[src/rtl/seven_seg_scan.sv]
// Time-multiplexed scan controller for a common-anode seven-segment display.
// One external hex decoder is shared by all digits: bcd selects the nibble,
// the returned pattern is latched onto seg when the digit's SHOW window opens.
// Each digit gets a BLANK window (all anodes off) before SHOW to avoid ghosting.
// Display contents live in shadow registers that only change at a frame wrap.
module seven_seg_scan #(
    parameter int NUM_DIGITS   = 8,
    parameter int BLANK_CYCLES = 16,
    parameter int ON_CYCLES    = 100000,
    parameter int LZ_SUPPRESS  = 1
) (
    input  logic                    clk,
    input  logic                    rst_n,
    input  logic                    load_req,
    input  logic [4*NUM_DIGITS-1:0] value,
    input  logic [NUM_DIGITS-1:0]   dp_mask,
    input  logic [NUM_DIGITS-1:0]   en_mask,
    output logic                    load_ack,
    output logic [3:0]              bcd,
    input  logic [7:0]              seven,
    output logic [7:0]              seg,
    output logic [NUM_DIGITS-1:0]   an,
    output logic                    frame_tick
);

    localparam int MAXC = (BLANK_CYCLES > ON_CYCLES) ? BLANK_CYCLES : ON_CYCLES;
    localparam int CW   = (MAXC > 1) ? $clog2(MAXC) : 1;
    localparam int IW   = $clog2(NUM_DIGITS);

    typedef enum logic {
        S_BLANK = 1'b0,
        S_SHOW  = 1'b1
    } state_t;

    state_t                         r_state;
    state_t                         w_state_nxt;
    logic [CW-1:0]                  r_cnt;
    logic [IW-1:0]                  r_idx;
    logic [IW-1:0]                  w_idx_nxt;
    logic [NUM_DIGITS-1:0][3:0]     r_val;
    logic [NUM_DIGITS-1:0]          r_dp;
    logic [NUM_DIGITS-1:0]          r_en;
    logic [3:0]                     r_bcd;
    logic [7:0]                     r_seg;
    logic [NUM_DIGITS-1:0]          r_an;
    logic                           r_load_ack;
    logic                           r_frame_tick;

    logic                           w_to_show;
    logic                           w_to_blank;
    logic                           w_wrap;
    logic                           w_capture;
    logic [NUM_DIGITS-1:0]          w_vis;
    logic                           w_zero_above;
    logic                           w_sup;
    logic                           w_cur_vis;
    logic [NUM_DIGITS-1:0]          w_an_show;
    logic [7:0]                     w_seg_show;

    assign load_ack   = r_load_ack;
    assign bcd        = r_bcd;
    assign seg        = r_seg;
    assign an         = r_an;
    assign frame_tick = r_frame_tick;

    // State register for the per-digit BLANK/SHOW sequencer
    always_ff @(posedge clk or negedge rst_n) begin
        if (!rst_n) r_state <= S_BLANK;
        else        r_state <= w_state_nxt;
    end

    // Next-state decode: each window ends when cnt reaches its length minus one
    always_comb begin
        w_state_nxt = r_state;
        w_to_show   = 1'b0;
        w_to_blank  = 1'b0;
        case (r_state)
            S_BLANK: if (r_cnt == CW'(BLANK_CYCLES - 1)) begin
                w_state_nxt = S_SHOW;
                w_to_show   = 1'b1;
            end
            S_SHOW: if (r_cnt == CW'(ON_CYCLES - 1)) begin
                w_state_nxt = S_BLANK;
                w_to_blank  = 1'b1;
            end
            default: w_state_nxt = S_BLANK;
        endcase
    end

    assign w_wrap    = w_to_blank && (r_idx == IW'(NUM_DIGITS - 1));
    assign w_capture = w_wrap && load_req;
    assign w_idx_nxt = (r_idx == IW'(NUM_DIGITS - 1)) ? '0 : r_idx + 1'b1;

    // Visibility: walk from the top digit down, tracking whether every enabled
    // digit above is zero; digit 0 is always eligible so "0" is never blank
    always_comb begin
        w_vis        = '0;
        w_zero_above = 1'b1;
        w_sup        = 1'b0;
        for (int i = NUM_DIGITS - 1; i >= 0; i--) begin
            w_sup        = (LZ_SUPPRESS != 0) && (i != 0) && (r_val[i] == 4'h0) && w_zero_above;
            w_vis[i]     = r_en[i] && !w_sup;
            w_zero_above = w_zero_above && (!r_en[i] || (r_val[i] == 4'h0));
        end
    end

    assign w_cur_vis = w_vis[r_idx];
    assign w_an_show = ~({{(NUM_DIGITS-1){1'b0}}, 1'b1} << r_idx);
    // Decoder bit 7 is masked off so the DP always comes from the shadow mask
    assign w_seg_show = {~r_dp[r_idx], 7'h00} | (seven & 8'h7F);

    // Window counter: restarts on every BLANK/SHOW transition
    always_ff @(posedge clk or negedge rst_n) begin
        if (!rst_n)                      r_cnt <= '0;
        else if (w_to_show || w_to_blank) r_cnt <= '0;
        else                             r_cnt <= r_cnt + 1'b1;
    end

    // Shadow registers and handshake: sampled only on the frame-wrap edge
    always_ff @(posedge clk or negedge rst_n) begin
        if (!rst_n) begin
            r_val        <= '0;
            r_dp         <= '0;
            r_en         <= '0;
            r_load_ack   <= 1'b0;
            r_frame_tick <= 1'b0;
        end else begin
            r_load_ack   <= w_capture;
            r_frame_tick <= w_wrap;
            if (w_capture) begin
                r_val <= value;
                r_dp  <= dp_mask;
                r_en  <= en_mask;
            end
        end
    end

    // Digit outputs: blank and preload the next nibble on entering BLANK,
    // latch the settled decoder pattern and the anode on entering SHOW
    always_ff @(posedge clk or negedge rst_n) begin
        if (!rst_n) begin
            r_idx <= '0;
            r_bcd <= 4'h0;
            r_an  <= '1;
            r_seg <= 8'hFF;
        end else if (w_to_blank) begin
            r_idx <= w_idx_nxt;
            r_bcd <= w_capture ? value[3:0] : r_val[w_idx_nxt];
            r_an  <= '1;
            r_seg <= 8'hFF;
        end else if (w_to_show) begin
            if (w_cur_vis) begin
                r_an  <= w_an_show;
                r_seg <= w_seg_show;
            end else begin
                r_an  <= '1;
                r_seg <= 8'hFF;
            end
        end
    end

endmodule

[config.mk]
export PLATFORM = sky130hd
export DESIGN_NAME = seven_seg_scan
export DESIGN_NICKNAME = d
export VERILOG_FILES = /design/src/rtl/seven_seg_scan.sv
export SDC_FILE = /design/constraint.sdc
export NUM_CORES = 1
export LEC_CHECK = 0
export BUFFER_PORTS_ARGS = -buffer_cell sky130_fd_sc_hd__buf_2
export CORE_MARGIN = 8
export CORE_UTILIZATION = 39
export DETAILED_ROUTE_END_ITERATION = 16
export GPL_TIMING_DRIVEN = 0
export HOLD_SLACK_MARGIN = 0.05
export SLEW_MARGIN = 0
export SYNTH_ARGS = -nofsm -noshare
export SYNTH_HDL_FRONTEND = slang
export SYNTH_SLANG_ARGS = --single-unit
[constraint.sdc]
create_clock -name clk -period 2.4 [get_ports clk]
set_input_delay 0.24 -clock clk [delete_from_list [all_inputs] [get_ports clk]]
set_output_delay 0.24 -clock clk [all_outputs]
set_load 0.03 [all_outputs]
Word level (Yosys, flattened, before mapping)
Index checks and enable logic that the tools add are counted.
{"block": "op_classes", "addsub": 2, "magnitude_cmp": 2, "n_eq_ne": 3, "shifts": 1, "n_mux": 21, "bitwise_logic": 4, "reduce_logical": 48}
{"operator": "2-to-1 mux 8 bit", "count": 6}
{"operator": "logical NOT 4 bit", "count": 7}
{"operator": "logical AND 1 bit", "count": 20}
{"operator": "adder 17 x 1 -> 17 bit, second input constant", "count": 1}
{"operator": "== test 17 bit, second input constant", "count": 1}
{"operator": "== test 17 x 4 -> 1 bit, second input constant", "count": 1}
{"operator": "2-to-1 mux 17 bit", "count": 1}
{"operator": "logical NOT 1 bit", "count": 13}
{"operator": "binary-select mux 4 bit (select 3 bit)", "count": 1}
{"operator": "less-than comparator 3 x 4 -> 1 bit, second input constant", "count": 2}
{"operator": "2-to-1 mux 4 bit", "count": 2}
{"operator": "inverter 8 bit", "count": 1}
{"operator": "OR 8 x 7 -> 8 bit", "count": 1}
{"operator": "left shift 1 x 3 -> 8 bit, first input constant", "count": 1}
{"operator": "logical OR 1 bit", "count": 7}
{"operator": "2-to-1 mux 1 bit", "count": 7}
{"operator": "binary-select mux 1 bit (select 3 bit)", "count": 2}
{"operator": "adder 3 x 1 -> 3 bit, second input constant", "count": 1}
{"operator": "== test 3 bit, second input constant", "count": 1}
{"operator": "2-to-1 mux 3 bit", "count": 1}
{"operator": "inverter 1 bit", "count": 2}
{"operator": "one-hot mux 1 bit (2 select lines)", "count": 1}
{"operator": "nonzero test 2 bit", "count": 1}
{"block": "totals", "register_bits": 91, "in_bits": 59, "output_inout_bits": 22, "wordCells": 99}

Longest topological paths before layout
{"block": "depth", "depth_word": 15, "ltp_mapped": 9, "ltp_nobuf": 7}

Least setup slack after synthesis
No wires, ideal clock.
{"block": "synth_path", "kind": "register to register", "startpoint": "register r_idx[0]", "endpoint": "register r_bcd[3], in the netlist bcd[3]", "setup_time_ps": 134, "t_arrival_ps": 2187, "t_required_ps": 2266, "slack_ps": 79, "path_stages_with_launch": 8, "path_buffers": 2, "synth_period_minus_slack_ps": 2321, "cell_sequence": "dfrtp_1 > clkbuf_1 > inv_1 > ha_1 > clkbuf_1 > mux4_2 > mux2i_1 > a21oi_1"}
{"block": "synth_via", "elab_chain_len": 5, "elab_cells_between_ends": 8, "cone_classes": "1 x add/sub; 1 x eq/ne; 4 x mux; 2 x reduce/logical"}
{"item": "start, declared", "line_no": "38", "source": "logic [IW-1:0] r_idx;"}
{"item": "start signal, assigned", "line_no": "147", "source": "r_idx <= w_idx_nxt;"}
{"item": "adder 3 x 1 -> 3 bit or == test 3 bit (tied branches)", "line_no": "92", "source": "assign w_idx_nxt = (r_idx == IW'(NUM_DIGITS - 1)) ? '0 : r_idx + 1'b1;"}
{"item": "2-to-1 mux 3 bit *", "line_no": "92"}
{"item": "net w_idx_nxt[1]", "line_no": "39", "source": "logic [IW-1:0] w_idx_nxt;"}
{"item": "binary-select mux 4 bit (select 3 bit) *", "line_no": "148", "source": "r_bcd <= w_capture ? value[3:0] : r_val[w_idx_nxt];"}
{"item": "2-to-1 mux 4 bit (not written as such) *", "line_no": "148"}
{"item": "2-to-1 mux 4 bit *", "line_no": "148"}
{"item": "end signal, assigned", "line_no": "148"}
{"item": "end, declared", "line_no": "43", "source": "logic [3:0] r_bcd;"}
Mark *: on every way through the listed nets, which the timed path passes. The rest lies on a longest branch. The select of a mux whose other input is x is not followed.
A chain may end at the register's enable or synchronous reset.

Final worst setup path
{"block": "layout_path", "startpoint": "register r_cnt[9]", "endpoint": "register r_seg[2], in the netlist seg[2]"}
{"block": "layout_via", "elab_chain_len": 4, "elab_cells_between_ends": 8, "cone_classes": "2 x eq/ne; 5 x mux; 1 x reduce/logical"}
{"item": "start, declared", "line_no": "37", "source": "logic [CW-1:0] r_cnt;"}
{"item": "start signal, assigned", "line_no": "116", "source": "else r_cnt <= r_cnt + 1'b1;"}
{"item": "== test 17 bit or == test 17 x 4 -> 1 bit (tied branches)", "line_no": "82, 78"}
{"item": "2-to-1 mux 1 bit (on tied branches)", "line_no": "82, 78"}
{"item": "2-to-1 mux 1 bit", "line_no": "77", "source": "case (r_state)"}
{"item": "2-to-1 mux 8 bit or nonzero test 2 bit (tied branches)"}
{"item": "end signal, assigned", "line_no": "154", "source": "r_seg <= w_seg_show;"}
{"item": "end, declared", "line_no": "44", "source": "logic [7:0] r_seg;"}
Parallel ways exist; a longest one is shown, timed or not.

==> flow_summary_export.csv <==
group,metric,value,unit
clocking,htree_levels,3,
floorplan,initial_core_util,40.2,%
clocking,clock_path_buffers,2,
timing,slew_viol_final,0,
clocking,clk_latency,360,ps
worst_hold_path,holdPathStages,2,
timing,fmax,433,MHz
floorplan,dieArea,14200,µm²
route,antenna_left,0,
cells_and_area,layout_common_cells,"buf_2, dfrtp_1, mux2_2",
cells_and_area,final_cell_area,4980,µm²
floorplan,die_h,119,µm
timing,worstMarginPinSlew,546,ps
placement,dp.cells,531,
clocking,cts_made_buffers,9,
timing,hold_violations,0,
global_route,grt_overflow,0,
timing,slew_headroom,63.6,%
critical_path,cp_num_cells,6,
power,pwr-share-clk,37.0,%
cells_and_area,multiInputGateArea,1790,µm²
critical_path,slowest_stage,"or4_4",
synth,ys.flop_type,"dfrtp_1",
cells_and_area,final_util,48.1,%
route,vias,2809,
synth,ys_types,44,
cells_and_area,final_common_cell,"buf_2",
critical_path,critPathKind,"reg2reg",
synth,syn_avg_cell_area,13.2,µm²
global_route,grt.total_usage,13.6,%
critical_path,cpPeakStageDelay,570,ps
power,powerDensity,515,nW/µm²
worst_hold_path,hold_path_class,"in2reg",
power,p_seq_share,59.8,%
critical_path,cpLargestDelayFamily,"simple AND/OR/NAND/NOR gates",
synth,yosysSeqAreaShare,55.2,%
power,switching_share,21.9,%
power,p_leak,2.38,nW
synth,synth_seq_cells,91,
critical_path,worst_setup_path_end_kind,"register",
critical_path,start_kind,"register",
power,irDropWorstVdd,0.274,mV
synth,ys_warn_count,0,
cells_and_area,drive_gt1_share,46.4,%
cells_and_area,n_antenna_cell,0,
global_route,grt_pass1_vias,3062,
clocking,cts.sinks,91,
power,power_switching,0.563,mW
cells_and_area,area_growth,19.7,%
power,intPower,2.00,mW
run,maxCapViolations,0,
cells_and_area,fill_cells,980,
synth,synthArstFlopShare,100,%
global_route,grt_first_pass_wirelength,15600,µm
cells_and_area,nNetsFinal,473,
timing,period_share,96.3,%
placement,place_area,4760,µm²
route,wl_per_cell,16.9,µm
timing,finalSetupViolations,0,
clocking,clk_pin_slew,80,ps
global_route,antenna_found_initial,0,
timing,whs,91.4,ps
critical_path,critical_path.max_fanout,10,
synth,syn_inst,315,
route,drc,0,
route,dr.first_iter.drc_count,143,
floorplan,row_count,37,
floorplan,ios,81,
timing,clock_skew,6.59,ps
route,vias_per_cell,5.13,
placement,gp_congestion,0.735,
clocking,cts_tree,"built",
timing,rsz0062_at_grt,"no",
route,drt-pass1-iter-count,4,
clocking,cts-root-buf,"clkbuf_8",
critical_path,crit_buf_inv,1,
route,wirelength,9260,µm
critical_path,path_cells,"or4_4 > or3_4 > or3_1 > o21ba_1 > buf_6 > o22a_1",
synth,synth_edf_count,0,
power,p_total,2.57,mW
power,comb_power_share,3.3,%
timing,setup_ws,87.9,ps
cells_and_area,layout.cells.non_filler,548,
timing,finalSetupTns,0,ps
placement,port_buffers,79,
placement,pre_cts_slack,-361,ps
timing,min_period,2310,ps
placement,dp_hpwl,7050,µm
floorplan,die-width,119,µm
global_route,grt_max_degree,51,
critical_path,reg2reg_depth,6,
critical_path,arrival,2600,ps
cells_and_area,seq_area,2300,µm²
floorplan,coreArea,10400,µm²
outcome,status,"finished clean",
synth,netlist_area,4160,µm²
critical_path,crit_required,2680,ps
synth,synth.net_count,381,
==> cell families (layout without fill, tap and decap cells) <==
group,after synthesis,count (layout),share of synthesized area [%]
compound gates,48,48,8.56
xor+xnor,14,14,2.94
fa+ha+maj,7,7,2.10
buf+inv,23,120,2.49
flops,91,91,55.2
mux,64,64,19.8
simple gates,68,68,8.89
==> synth_stat cells, types with 2 or more instances <==
cell,count,area share (%)
nor4_1,5,0.75
nand2_1,11,0.99
dfstp_2,16,10
clkbuf_1,5,0.45
o21bai_1,2,0.36
o211ai_1,2,0.36
buf_2,8,0.96
o21ai_0,6,0.72
mux2_2,47,13
or3_1,3,0.45
o22a_1,10,2.1
a21oi_1,12,1.4
xnor2_1,8,1.7
and3_1,5,0.75
dfrtp_1,75,45
mux4_2,10,5.4
o22ai_1,4,0.60
mux2i_1,6,1.4
nor3_1,2,0.24
nor2_1,20,1.8
nand3_1,9,1.1
ha_1,7,2.1
nand4_1,3,0.45
xor2_1,6,1.3
o41ai_1,6,1.3
inv_1,9,0.81
==> flip-flops by register name, indices dropped and copies added, names as in the netlist <==
register and cells:
r_val 32, r_cnt 17, an 8, r_dp 8, r_en 8, seg 8
bcd 4, r_idx 3, frame_tick 1, load_ack 1, r_state 1
==> power by group through the flow <==
| stage | Combinational, mW | Sequential [mW] | Clock (mW) |
|---|---|---|---|
| floorplan | 0.00169 | 1.56 | 0 |
| global placement | 0.0798 | 1.56 | 0 |
| detailed placement | 0.0869 | 1.56 | 0 |
| CTS | 0.0883 | 1.53 | 0.989 |
| global route | 0.0970 | 1.53 | 1.05 |
| finish | 0.0836 | 1.53 | 0.949 |
==> layer usage <==
metal / part of all wire (%) / track usage [%]
met5: 0 / 0
met4: 1.3 / 4.06
met3: 5.9 / 4.30
met2: 49 / 22.0
met1: 44 / 17.2
==> repair_timing <==
| action | in CTS | in global routing |
|---|---|---|
| resized for setup | 3 | 4 |
| hold buffers | 1 | 0 |
| endpoints found under the setup margin | 73 | 63 |
| setup buffers | 1 | 0 |
| pin swaps | 1 | 1 |
| endpoints found under the hold margin | 39 | 0 |
==> path summary, 6_finish.rpt <==
check / slack (ps) / endpoint / startpoint
setup / recovery: 90 / seg[2] / r_cnt[9]
hold / removal: 90 / r_val[26] / value[26]
setup reg to reg: 90 / seg[2] / r_cnt[9]
hold reg to reg: 450 / r_cnt[0] / r_cnt[0]
max in group asynchronous: 1320 / an[5] / rst_n
min in group asynchronous: 410 / r_dp[1] / rst_n
==> final cells by class <==
type	count	area share, %
sequential	91	46.1
multi-input combinational	201	36.0
timing repair buffer	82	8.89
tap	136	3.41
clock buffer	12	3.11
buffer	13	1.36
inverter	9	0.678
clock inverter	4	0.502
No activity file was read; power rests on OpenSTA's default activity.
